==> src/rtl/core_run_ctrl_if.sv <==
// core_run_ctrl_if: host command and program-load channel of the run controller.
// Handshake: a command transfers on a rising edge where host_cmd_valid and
// host_cmd_ready are both high. host_cmd and host_len must be stable while
// host_cmd_valid is high. host_wvalid has no ready. The controller takes every
// word offered while it is loading and ignores host_wvalid at all other times.
interface core_run_ctrl_if;
  logic        host_cmd_valid;
  logic        host_cmd_ready;
  logic [1:0]  host_cmd;
  logic [9:0]  host_len;
  logic        host_wvalid;
  logic [31:0] host_wdata;

  modport master (
    output host_cmd_valid, host_cmd, host_len, host_wvalid, host_wdata,
    input  host_cmd_ready
  );

  modport slave (
    input  host_cmd_valid, host_cmd, host_len, host_wvalid, host_wdata,
    output host_cmd_ready
  );
endinterface

==> src/rtl/core_run_ctrl.sv <==
// core_run_ctrl: host-driven program loader and run/step/halt controller for a
// small core. It writes program words into instruction memory and gates the
// core's commit enable. It stops on ecall/ebreak, on a host HALT, or after a
// single step.
// Optional feature: define CORE_RUN_CTRL_CYCLE_CNT_EN to build the
// committed-cycle counter. Without it, cycle_count is tied to 0.
module core_run_ctrl #(
  parameter logic [31:0] BOOT_ADDR = 32'h0000_0000,
  parameter int          MAX_WORDS = 256
) (
  input  logic              clk,
  input  logic              reset,
  core_run_ctrl_if.slave    host,
  output logic              im_we,
  output logic [31:0]       im_waddr,
  output logic [31:0]       im_wdata,
  input  logic [31:0]       core_instr,
  output logic              core_rst_n,
  output logic              core_en,
  output logic [1:0]        halt_cause,
  output logic [2:0]        state,
  output logic [31:0]       cycle_count
);

  typedef enum logic [2:0] {
    S_IDLE = 3'd0,
    S_LOAD = 3'd1,
    S_RUN  = 3'd2,
    S_STEP = 3'd3,
    S_HALT = 3'd4
  } state_t;

  localparam logic [1:0] CMD_LOAD = 2'b00;
  localparam logic [1:0] CMD_RUN  = 2'b01;
  localparam logic [1:0] CMD_STEP = 2'b10;
  localparam logic [1:0] CMD_HALT = 2'b11;

  localparam logic [1:0] HC_NONE = 2'b00;
  localparam logic [1:0] HC_HOST = 2'b01;
  localparam logic [1:0] HC_TRAP = 2'b10;
  localparam logic [1:0] HC_STEP = 2'b11;

  localparam logic [31:0] INSTR_ECALL  = 32'h0000_0073;
  localparam logic [31:0] INSTR_EBREAK = 32'h0010_0073;

  // host_len is 10 bits wide, so the load length can never exceed 1023.
  localparam int          LEN_CAP   = (MAX_WORDS > 1023) ? 1023 : MAX_WORDS;
  localparam logic [9:0]  LEN_CAP_W = LEN_CAP[9:0];

  state_t      r_state;
  logic [9:0]  r_len;
  logic [9:0]  r_wcnt;
  logic [1:0]  r_halt_cause;
  logic        r_ready;
  logic        r_core_rst_n;
  logic        r_run_en;

  logic        w_accept;
  logic        w_trap;
  logic [9:0]  w_len_clamp;

  assign w_accept    = host.host_cmd_valid & r_ready;
  assign w_trap      = (core_instr == INSTR_ECALL) || (core_instr == INSTR_EBREAK);
  assign w_len_clamp = (host.host_len > LEN_CAP_W) ? LEN_CAP_W : host.host_len;

  // Registered per-state outputs {cmd_ready, core_rst_n, run_en} for the state being entered.
  function automatic logic [2:0] state_outs(input state_t s);
    case (s)
      S_IDLE:  state_outs = 3'b100;
      S_LOAD:  state_outs = 3'b000;
      S_RUN:   state_outs = 3'b111;
      S_STEP:  state_outs = 3'b011;
      S_HALT:  state_outs = 3'b110;
      default: state_outs = 3'b100;
    endcase
  endfunction

  // Main control FSM: command decode, load word counting, halt cause tracking.
  always_ff @(posedge clk or negedge reset) begin
    if (!reset) begin
      r_state      <= S_IDLE;
      r_len        <= '0;
      r_wcnt       <= '0;
      r_halt_cause <= HC_NONE;
      {r_ready, r_core_rst_n, r_run_en} <= state_outs(S_IDLE);
    end else begin
      case (r_state)
        S_IDLE: begin
          if (w_accept) begin
            case (host.host_cmd)
              CMD_LOAD: begin
                r_state <= S_LOAD;
                r_len   <= w_len_clamp;
                r_wcnt  <= '0;
                {r_ready, r_core_rst_n, r_run_en} <= state_outs(S_LOAD);
              end
              CMD_RUN: begin
                r_state <= S_RUN;
                {r_ready, r_core_rst_n, r_run_en} <= state_outs(S_RUN);
              end
              CMD_STEP: begin
                r_state <= S_STEP;
                {r_ready, r_core_rst_n, r_run_en} <= state_outs(S_STEP);
              end
              default: ;
            endcase
          end
        end
        S_LOAD: begin
          if (r_len == '0) begin
            r_state <= S_IDLE;
            {r_ready, r_core_rst_n, r_run_en} <= state_outs(S_IDLE);
          end else if (host.host_wvalid) begin
            r_wcnt <= r_wcnt + 10'd1;
            if (r_wcnt == r_len - 10'd1) begin
              r_state <= S_IDLE;
              {r_ready, r_core_rst_n, r_run_en} <= state_outs(S_IDLE);
            end
          end
        end
        S_RUN: begin
          // A trap wins over a host HALT in the same cycle.
          if (w_trap) begin
            r_state      <= S_HALT;
            r_halt_cause <= HC_TRAP;
            {r_ready, r_core_rst_n, r_run_en} <= state_outs(S_HALT);
          end else if (w_accept && host.host_cmd == CMD_HALT) begin
            r_state      <= S_HALT;
            r_halt_cause <= HC_HOST;
            {r_ready, r_core_rst_n, r_run_en} <= state_outs(S_HALT);
          end
        end
        S_STEP: begin
          r_state      <= S_HALT;
          r_halt_cause <= w_trap ? HC_TRAP : HC_STEP;
          {r_ready, r_core_rst_n, r_run_en} <= state_outs(S_HALT);
        end
        S_HALT: begin
          if (w_accept) begin
            r_halt_cause <= HC_NONE;
            case (host.host_cmd)
              CMD_LOAD: begin
                r_state <= S_LOAD;
                r_len   <= w_len_clamp;
                r_wcnt  <= '0;
                {r_ready, r_core_rst_n, r_run_en} <= state_outs(S_LOAD);
              end
              CMD_RUN: begin
                r_state <= S_RUN;
                {r_ready, r_core_rst_n, r_run_en} <= state_outs(S_RUN);
              end
              CMD_STEP: begin
                r_state <= S_STEP;
                {r_ready, r_core_rst_n, r_run_en} <= state_outs(S_STEP);
              end
              default: begin
                r_state <= S_IDLE;
                {r_ready, r_core_rst_n, r_run_en} <= state_outs(S_IDLE);
              end
            endcase
          end
        end
        default: begin
          r_state <= S_IDLE;
          {r_ready, r_core_rst_n, r_run_en} <= state_outs(S_IDLE);
        end
      endcase
    end
  end

  assign host.host_cmd_ready = r_ready;
  assign core_rst_n          = r_core_rst_n;
  // The trap instruction must not commit, so it masks the enable combinationally.
  assign core_en             = r_run_en & ~w_trap;
  assign halt_cause          = r_halt_cause;
  assign state               = r_state;
  assign im_we               = (r_state == S_LOAD) && (r_len != '0) && host.host_wvalid;
  assign im_waddr            = BOOT_ADDR + {20'd0, r_wcnt, 2'b00};
  assign im_wdata            = host.host_wdata;

`ifdef CORE_RUN_CTRL_CYCLE_CNT_EN
  logic [31:0] r_cycle_count;
  logic        w_load_start;

  // LOAD can only be entered from IDLE or HALT.
  assign w_load_start = w_accept && (host.host_cmd == CMD_LOAD) &&
                        ((r_state == S_IDLE) || (r_state == S_HALT));

  // Committed-cycle counter: clears on LOAD entry and saturates at all-ones.
  always_ff @(posedge clk or negedge reset) begin
    if (!reset) begin
      r_cycle_count <= '0;
    end else if (w_load_start) begin
      r_cycle_count <= '0;
    end else if (core_en && (r_cycle_count != 32'hFFFF_FFFF)) begin
      r_cycle_count <= r_cycle_count + 32'd1;
    end
  end

  assign cycle_count = r_cycle_count;
`else
  assign cycle_count = 32'd0;
`endif

endmodule

==> src/flat_wrapper.sv <==
// flat-port wrapper written by rule: the top's interface ports become plain ports
module core_run_ctrl_flat 
#(
  parameter logic [31:0] BOOT_ADDR = 32'h0000_0000,
  parameter int          MAX_WORDS = 256
)
  (clk, reset, im_we, im_waddr, im_wdata, core_instr, core_rst_n, core_en, halt_cause, state, cycle_count, host_host_cmd_valid, host_host_cmd, host_host_len, host_host_wvalid, host_host_wdata, host_host_cmd_ready);
  core_run_ctrl_if host_i ();
  input  logic clk;
  input  logic reset;
  output logic im_we;
  output logic [31:0] im_waddr;
  output logic [31:0] im_wdata;
  input  logic [31:0] core_instr;
  output logic core_rst_n;
  output logic core_en;
  output logic [1:0] halt_cause;
  output logic [2:0] state;
  output logic [31:0] cycle_count;
  input wire logic [$bits(host_i.host_cmd_valid)-1:0] host_host_cmd_valid;
  input wire logic [$bits(host_i.host_cmd)-1:0] host_host_cmd;
  input wire logic [$bits(host_i.host_len)-1:0] host_host_len;
  input wire logic [$bits(host_i.host_wvalid)-1:0] host_host_wvalid;
  input wire logic [$bits(host_i.host_wdata)-1:0] host_host_wdata;
  output wire logic [$bits(host_i.host_cmd_ready)-1:0] host_host_cmd_ready;
  assign host_i.host_cmd_valid = host_host_cmd_valid;
  assign host_i.host_cmd = host_host_cmd;
  assign host_i.host_len = host_host_len;
  assign host_i.host_wvalid = host_host_wvalid;
  assign host_i.host_wdata = host_host_wdata;
  assign host_host_cmd_ready = host_i.host_cmd_ready;
  core_run_ctrl #(.BOOT_ADDR(BOOT_ADDR), .MAX_WORDS(MAX_WORDS)) u_core (.clk(clk), .reset(reset), .host(host_i), .im_we(im_we), .im_waddr(im_waddr), .im_wdata(im_wdata), .core_instr(core_instr), .core_rst_n(core_rst_n), .core_en(core_en), .halt_cause(halt_cause), .state(state), .cycle_count(cycle_count));
endmodule
==> config.mk <==
export PLATFORM = sky130hd
export DESIGN_NAME = core_run_ctrl_flat
export DESIGN_NICKNAME = d
export VERILOG_FILES = /design/src/rtl/core_run_ctrl_if.sv /design/src/rtl/core_run_ctrl.sv /design/src/flat_wrapper.sv
export SDC_FILE = /design/constraint.sdc
export NUM_CORES = 1
export LEC_CHECK = 0
export CAP_MARGIN = 20
export CORE_MARGIN = 2
export CORE_UTILIZATION = 35
export CTS_BUF_LIST = sky130_fd_sc_hd__clkbuf_16
export DETAILED_ROUTE_END_ITERATION = 12
export PLACE_DENSITY = 0.93
export SETUP_SLACK_MARGIN = 0.5
export SLEW_MARGIN = 5
export SYNTH_ARGS = -nofsm -noshare
export SYNTH_HDL_FRONTEND = slang
export SYNTH_SLANG_ARGS = --single-unit
export TNS_END_PERCENT = 30
==> constraint.sdc <==
create_clock -name clk -period 3 [get_ports clk]
set_clock_uncertainty 0.1 [all_clocks]
set_input_delay 0.6 -clock clk [delete_from_list [all_inputs] [get_ports clk]]
set_output_delay 0.6 -clock clk [all_outputs]
set_load 0.02 [all_outputs]
==> run metrics, run 1 <==
RSZ-0062 raised after global routing=yes; Yosys Warn Count=0; pre-CTS setup slack=-64.4 ps; Layout fillers=about 630; PnR worst setup slack=502 ps; flops & latches, synth=28; hold_sp=u_core.halt_cause[0]; fmax=roughly 400 MHz; setup violators final=0; CP max stage cell=clkdlybuf4s50_1; final net count=between 400 and 500; WL met3=approximately 410 um; Routed met1 length=around 2400 um; clock root buffer=clkbuf_16; Slew HR=0.638; initial DRC count=between 200 and 250; Worst Tran Pin Value=roughly 540 ps; share of layout cells above drive strength 1=0.150; initial core utilization=0.363; critical path peak fanout=2; Power Dens Cells=781 nW/um^2; design internal power=between 1 and 1.5 mW; critical setup path kind=primary input to output port; Clock Latency Late Sink=270 ps; Compound-Gate Fraction of Synth Area=0.110; # DRC=0; commonest non-fill, non-tap cell in the layout=conb_1; CP bufs+invs=3; Die Y=between 80 and 90 um; xor/xnor share of the synthesized area=0.0707; synth unique cells=48; required time of the critical path=2300 ps; initial antenna violation count=0; switching power=1.02 mW; grt total ovfl=0; Final Max Tran Viols=0; CP dominant cell by count=nor3_2; Tot GR Track Use=0.153; Area contributors post-synth=dfrtp_1 (27%), buf_4 (26%), nand2_1 (4.2%), xnor2_1 (4.2%), ha_1 (3.5%); Top Ports=185; Max Cap Viol=0; sequential share of power=0.274; final core occ=0.451; cell row count=30; WP data arrival=approximately 1800 ps; FFs w/ async S/R, synth=1.00; Critical Path Source=core_instr[17]; TritonRoute pass-1 iters=4; Max IR drop VDD=308 uV; fin crit period=2500 ps; number of global-route vias before repair=roughly 2.0k; status=complete, no violations; top_reg_cell synth=dfrtp_1; dpl cells=417; clock power share=0.168; P&R area growth vs syn=24.4%; Mapped Area=2480 um^2; delay-heaviest family, CP=buffers and inverters; number of port buffers=between 60 and 70; mux contribution to synthesized area=0.0131; Vias/cell=roughly 4.7; final WL=approximately 6300 um; H-tree Lvls=1; largest net degree at the start of global routing=29; final hold vios=0; largest family of logic cells by synthesized area=buffers and inverters; CP Launch Type=primary input; Longest Clk Path Bufs=2; Synth top area share=0.273; Post-Synth Simple-Gate Area=0.199; GPL Wtd Cong=a little under 0.9; crit share post-route=0.833; most frequent cells in the layout=conb_1 (54), clkdlybuf4s50_1 (38), dfrtp_1 (27), nand2_1 (26), nor2_1 (18); # diodes=0; clk slew on worst S/H paths=around 70 ps; Final Non-Filler Cells=about 430; die width=~88 um; Post-Syn Instances=287; clk sinks=28; max incr delay on CP=420 ps; reg2reg start=u_core.r_len[1]; sequential area share after synthesis=0.283; DIE AREA=just under 8000 um^2; DR vias=2,017; Logic pwr share=0.558; worst-path cell chain=clkdlybuf4s50_1 > nor3_2 > nand4_1 > nor3_2 > buf_4 > nor2_4 > buf_6; syn avg cell area=8.63 um^2; first-pass GRT wire length=9400 um; ANT nets after route=0; hold crit path type=flop to flop; Synth area leader=dfrtp_1; dpl hpwl=4420 um; Setup crit end kind=output port; max layer used=met4; Avg WL per Cell=between 10 and 15 um; number of synthesized flops with an enable pin=0; Leakage=1.45 nW; CORE AREA=slightly below 7000 um^2; CTS tree=yes; metal2 WL=3230 um; adder-cell share of the synthesized area=0.0354; switching share of power=0.424; CTS Buf Count=3
-- final timing paths --
kind	cells after the start	to	slack, ps
max	7	core_en	500
min	1	u_core.halt_cause[0]	400
max reg2reg	8	u_core.core_rst_n	600
min reg2reg	1	u_core.halt_cause[0]	400
max in group asynchronous	2	u_core.host.host_cmd_ready	1870
min in group asynchronous	2	u_core.r_wcnt[6]	610
-- routing by layer --
| layer | vias up | GRT usage |
|---|---|---|
| li1 | 928 | - |
| met5 | - | 0 |
| met2 | 109 | 0.259 |
| met3 | 23 | 0.0264 |
| met1 | 957 | 0.189 |
| met4 | 0 | 0.0771 |
-- synthesized netlist by cell type (2+ instances only) --
| master | number |
|---|---|
| inv_1 | 8 |
| nand3_1 | 6 |
| buf_4 | 87 |
| o21ai_1 | 3 |
| mux2_1 | 2 |
| o21ai_0 | 10 |
| a21o_1 | 2 |
| ha_1 | 7 |
| nand2_1 | 28 |
| a21oi_1 | 7 |
| nor2_1 | 19 |
| o211ai_1 | 2 |
| nor4_1 | 10 |
| and3_1 | 3 |
| clkbuf_1 | 2 |
| dfrtp_1 | 27 |
| nand4_1 | 5 |
| and2_1 | 2 |
| nor3_1 | 6 |
| a211oi_2 | 2 |
| a22o_1 | 4 |
| xnor2_1 | 12 |
| xor2_1 | 8 |
-- power by group through the flow --
stage / Combinational (mW) / Clock, mW / Sequential, mW
floorplan: 0.834 / 0 / 0.675
global placement: 1.05 / 0 / 0.641
detailed placement: 1.10 / 0 / 0.651
CTS: 1.18 / 0.404 / 0.643
global route: 1.45 / 0.419 / 0.672
finish: 1.34 / 0.404 / 0.659
-- registers in the layout, summed over array words and instances (netlist names) --
| signal | cells |
|---|---|
| u_core.core_rst_n | 1 |
| u_core.r_wcnt | 10 |
| u_core.host.host_cmd_ready | 1 |
| u_core.r_run_en | 1 |
| u_core.state | 3 |
| u_core.halt_cause | 2 |
| u_core.r_len | 10 |
-- kinds of logic after synthesis --
logic type,count (synthesis)
buffers and inverters,99
AND/OR/NAND/NOR,91
AO/OA/AOI/OAI,38
flip-flops,28
XOR/XNOR,20
adder cells (fa/ha/maj),7
multiplexers,3
other,1
-- repair_timing --
action                     4_1_cts  5_1_grt
pin swaps                       12       13
hold buffers                     0        0
buffers inserted                 3        5
setup endpoints to repair        4       10
resized for setup               40       21
-- stage by stage --
| step | setup TNS [ps] | hold WS, ps | area (um^2) | total power, mW |
|---|---|---|---|---|
| detailed placement | -64.4 | 386 | 2820 | 1.75 |
| CTS | 0 | 402 | 2980 | 2.23 |
| global placement | -79.4 | 365 | 2820 | 1.69 |
| global route | 0 | 418 | 3080 | 2.54 |
| floorplan | 0 | 204 | 2680 | 1.51 |
| finish | 0 | 404 | 3080 | 2.41 |
-- final cells by class --
cell class                 instances  area [um^2]  area share
sequential                        28          702       0.228
inverter                           8         30.0     0.00974
timing repair buffer              80          759       0.246
tap                               96          120      0.0390
clock buffer                       3         75.1      0.0244
multi-input combinational        213         1370       0.443
clock inverter                     1         30.0     0.00974
-- worst register-to-register path, stage by stage (launching register included) --
cell	delay [ps]
dfrtp_1	410
buf_4	160
nor4_4	350
nand2_1	130
a311o_1	310
a21boi_2	170
o211ai_2	140
a21oi_2	210
mux2_4	320
Power figures use the tool's default switching activity.
==> run 2: changes to the inputs <==
clock period = 2.5 ns   (was 3 ns; I/O delays follow)
==> run metrics, run 2 (synthesis results as in run 1) <==
PnR worst setup slack=188 ps (-314 ps); number of global-route vias before repair=2,103 (+6.9%); clock root buffer=clkbuf_16; initial DRC count=92 (-56%); DIE AREA=7770 um^2 (unchanged); Layout fillers=643 (+2.9%); final hold vios=0 (unchanged); clk slew on worst S/H paths=60 ps (about the same); # diodes=0 (unchanged); DR vias=2,066 (+2.4%); largest net degree at the start of global routing=29 (unchanged); Setup crit end kind=output port; die width=88.1 um (unchanged); final core occ=0.472 (+0.0207); Multi-input gate area=1450 um^2 (+5.9%); hold crit path type=flop to flop; CORE AREA=6830 um^2 (unchanged); Critical Path Source=u_core.r_len[0]; Die Y=88.1 um (unchanged); CTS Buf Count=3 (unchanged); Top Ports=185 (unchanged); CP max stage cell=dfrtp_1; # DRC=0 (unchanged); GPL Wtd Cong=0.837 (-4.5%); CTS tree=yes; most frequent cells in the layout=conb_1 (54), clkdlybuf4s50_1 (29), dfrtp_1 (27), nand2_1 (26), buf_4 (26); dpl hpwl=4510 um (+2.1%); status=complete, no violations; FF-to-FF setup slack=230 ps (-370 ps); commonest non-fill, non-tap cell in the layout=conb_1; final WL=6250 um (-0.95%); RSZ-0062 raised after global routing=yes; crit share post-route=0.925; cell row count=30 (unchanged); reg2reg start=u_core.r_len[0]; share of layout cells above drive strength 1=0.270 (+0.120); Tot GR Track Use=0.160 (+0.00703); worst-path cell chain=inv_2 > ha_4 > nor3b_4 > nand4b_1 > and3_4 > nand2_4 > inv_4 > buf_6; Max IR drop VDD=389 uV (+26%); P&R area growth vs syn=30.1%; worst r2r path cells=11 (+3); CTS Hold Buffers Added=0 (unchanged); required time of the critical path=1900 ps (-400 ps); max incr delay on CP=410 ps (about the same); Max Cap Viol=0 (unchanged); Vias/cell=4.65 (-1.0%); Min Hold Slack=396 ps (-8.06 ps); number of port buffers=65 (unchanged); Reg area=702 um^2 (unchanged); fmax=between 400 and 500 MHz; CP endpoint=im_we; dpl cell area=2950 um^2 (+4.5%); Avg WL per Cell=14.1 um (-4.3%); grt total ovfl=0 (unchanged); Clock Latency Late Sink=260 ps (about the same); clk sinks=28 (unchanged); initial core utilization=0.363 (unchanged); setup violators final=0 (unchanged); initial antenna violation count=0 (unchanged); WP data arrival=1710 ps (-90 ps); Longest Clk Path Bufs=2 (unchanged); fin crit period=~2300 ps; pre-CTS setup slack=-376 ps (-312 ps); final net count=436 (+3.6%); Power Dens Cells=935 nW/um^2 (+20%); Final Max Tran Viols=0 (unchanged); ANT nets after route=0 (unchanged); worst r2r dst=u_core.r_wcnt[8]; first-pass GRT wire length=9800 um (+4.3%); critical setup path kind=flop to output port; critical path peak fanout=2 (unchanged); H-tree Lvls=1 (unchanged); TritonRoute pass-1 iters=4 (unchanged); Leakage=1.50 nW (+3.8%); CP Launch Type=flop; cell area after layout=3220 um^2 (+4.6%)
run 2: metal layers:
metal,wire length (um),GRT usage,share of wire
met5,0,0,0
met4,78,0.0399,0.012
met2,3340,0.300,0.53
met1,2450,0.183,0.39
met3,384,0.0386,0.061
run 2: where the power goes:
| group | leakage [nW] | total (mW) | internal [mW] | switching [mW] |
|---|---|---|---|---|
| sequential | 0.368 | 0.774 | 0.587 | 0.187 |
| combinational | 1.08 | 1.77 | 0.860 | 0.909 |
| clock | 0.0511 | 0.473 | 0.319 | 0.154 |
run 2: per-stage QoR:
| step | total power, mW | setup TNS (ps) | std cells |
|---|---|---|---|
| 3_3_place_gp | 2.19 | -609 | 430 |
| 3_5_place_dp | 2.27 | -830 | 430 |
| 5_1_grt | 3.20 | 0 | 444 |
| 6_report | 3.01 | 0 | 444 |
| 4_1_cts | 2.92 | 0 | 440 |
| 2_1_floorplan | 1.86 | 0 | 340 |
run 2: what timing repair did:
item | CTS | global route
buffers inserted | 6 | 4
resized for setup | 131 | 15
pin swaps | 24 | 13
endpoints found under the setup margin | 30 | 29
run 2: area by class of cell:
class | instances | share of cell area
Multi-Input combinational cell | 213 | 0.448
Timing Repair Buffer | 95 | 0.254
Sequential cell | 28 | 0.218
Tap cell | 96 | 0.0373
Clock buffer | 3 | 0.0233
Inverter | 8 | 0.0101
Clock inverter | 1 | 0.00932
run 2: worst min path at each step:
stage / from / to / slack (ps) / cells after the start
after floorplan: reset / u_core.core_rst_n / 100 / 0
after global placement: u_core.halt_cause[1] / u_core.halt_cause[1] / 380 / 2
after detailed placement: u_core.core_rst_n / u_core.core_rst_n / 380 / 1
after CTS: u_core.halt_cause[1] / u_core.halt_cause[1] / 400 / 2
after global routing: u_core.halt_cause[1] / u_core.halt_cause[1] / 420 / 2
final: u_core.halt_cause[1] / u_core.halt_cause[1] / 400 / 2
run 2: critical path, delay by kind of cell (launching register included):
kind	cells	cell delay, ps
adder cells (fa/ha/maj)	1	130
buffers and inverters	3	240
flip-flops	1	410
AND/OR/NAND/NOR	4	680
==> run 3: changes to the inputs <==
CTS_CLUSTER_SIZE = 8   (was default)
PLACE_DENSITY = default   (was 0.93)
PLACE_DENSITY_LB_ADDON = 0.15   (was default)
==> run metrics, run 3 (synthesis results as in run 1) <==
number of global-route vias before repair=1,869 (-11%); die width=88.1 um (unchanged); hold crit path type=flop to flop; Clock Latency Late Sink=260 ps (about the same); Setup crit end kind=output port; largest net degree at the start of global routing=29 (unchanged); CP max stage cell=dfrtp_1; clock root buffer=clkbuf_16; # DRC=0 (unchanged); CORE AREA=6830 um^2 (unchanged); Avg WL per Cell=12.4 um (-12%); cell row count=30 (unchanged); critical path peak fanout=2 (unchanged); RSZ-0062 raised after global routing=yes; critical setup path kind=flop to output port; dpl hpwl=4310 um (-4.4%); Max IR drop VDD=393 uV (+1.0%); CTS Buf Count=3 (unchanged); fmax=446 MHz (+3.2%); ANT nets after route=0 (unchanged); dpl cells=432 (+0.47%); fin crit period=2240 ps (-70.7 ps); Longest Clk Path Bufs=2 (unchanged); final net count=436 (unchanged); GPL Wtd Cong=0.773 (-7.6%); dpl cell area=2960 um^2 (+0.51%); Final Non-Filler Cells=444 (unchanged); grt total ovfl=0 (unchanged); status=complete, no violations; Layout fillers=708 (+10%); final hold vios=0 (unchanged); Final Power=2.90 mW (-3.8%); CP bufs+invs=3 (unchanged); worst-path cell chain=inv_2 > ha_4 > nor3b_4 > nand4b_1 > and3_4 > nand2_4 > inv_2 > buf_6; initial DRC count=94 (+2.2%); Max Cap Viol=0 (unchanged); worst r2r path cells=9 (-2); first-pass GRT wire length=8930 um (-8.9%); required time of the critical path=1900 ps (about the same); most frequent cells in the layout=conb_1 (54), clkdlybuf4s50_1 (29), buf_4 (29), dfrtp_1 (27), nand2_1 (26); Vias/cell=4.41 (-5.3%); Tot GR Track Use=0.144 (-0.0160); # diodes=0 (unchanged); setup_tns=0 ps (unchanged); cell area after layout=3230 um^2 (+0.35%); number of port buffers=65 (unchanged); H-tree Lvls=1 (unchanged); clk slew on worst S/H paths=70 ps (about the same); Power Dens Cells=897 nW/um^2 (-4.1%); DR vias=1,956 (-5.3%); CTS Hold Buffers Added=0 (unchanged); Crit path depth=8 (unchanged); setup violators final=0 (unchanged); crit share post-route=0.896 (-0.0283); clk sinks=28 (unchanged); P&R area growth vs syn=30.6%; Leakage=1.53 nW (+2.1%); initial antenna violation count=0 (unchanged); CTS tree=yes; Hold Crit Depth=2 (unchanged); DIE AREA=7770 um^2 (unchanged); Final Max Tran Viols=0 (unchanged); share of layout cells above drive strength 1=0.253 (-0.0172); Die Y=88.1 um (unchanged); Top Ports=185 (unchanged); WP data arrival=1640 ps (-70 ps); initial core utilization=0.363 (unchanged); max incr delay on CP=390 ps (-20 ps); CP Launch Type=flop; TritonRoute pass-1 iters=6 (+2); delay-heaviest family, CP=simple AND/OR/NAND/NOR gates; commonest non-fill, non-tap cell in the layout=conb_1; CP dominant cell by count=inv_2; final WL=5530 um (-12%)
## run 3: changes by cell type in the layout (fill, tap and decap cells not counted), sizes merged
| cell | previous run | this run |
|---|---|---|
| buf | 51 | 36 |
| clkbuf | 5 | 12 |
| dlygate4sd2 | 2 | 8 |
| clkdlybuf4s15 | 11 | 13 |
## run 3: what timing repair did
item                       4_1_cts  5_1_grt
gates resized for setup         86       35
pin swaps                       22       11
buffers inserted                 8        0
setup endpoints to repair       31       32
## run 3: power by group
group | internal, mW | switching, mW | total (mW)
clock | 0.319 | 0.160 | 0.479
sequential | 0.587 | 0.156 | 0.743
combinational | 0.839 | 0.840 | 1.68
## run 3: through the flow
step / worst slack [ps] / hold slack, ps / util
CTS: 189 / 407 / 0.465
global route: 125 / 442 / 0.473
floorplan: 342 / 104 / -
finish: 259 / 402 / 0.473
detailed placement: -318 / 383 / 0.434
global placement: -372 / 382 / 0.434
## run 3: final cells by class
cell class	instances	area [um^2]	share of cell area
multi-input cells	213	1440	0.445
clock buffers	3	75.1	0.0232
clock inverters	1	30.0	0.00928
well taps	96	120	0.0371
flip-flops and latches	28	702	0.217
repair buffers	95	837	0.259
inverters	8	30.0	0.00928
## run 3: metal layers
metal	global-route usage	part of all wire
met2	0.251	0.51
met1	0.187	0.43
met3	0.0386	0.058
met4	0.0152	0.0018
met5	0	0
## run 3: worst min-delay path: cells and delay by family (launching register included)
kind	cells	cell delay, ps
AO/OA/AOI/OAI	1	70
AND/OR/NAND/NOR	1	50
flip-flops	1	350
## run 3: path summary, 6_finish.rpt
check | startpoint | end | slack (ps)
worst max-delay path | u_core.r_len[1] | im_we | 260
worst min-delay path | u_core.halt_cause[1] | u_core.halt_cause[1] | 400
worst max register to register | u_core.r_len[0] | u_core.core_rst_n | 280
worst min register to register | u_core.halt_cause[1] | u_core.halt_cause[1] | 400
max in group asynchronous | reset | u_core.host.host_cmd_ready | 1460
min in group asynchronous | reset | u_core.r_len[6] | 530
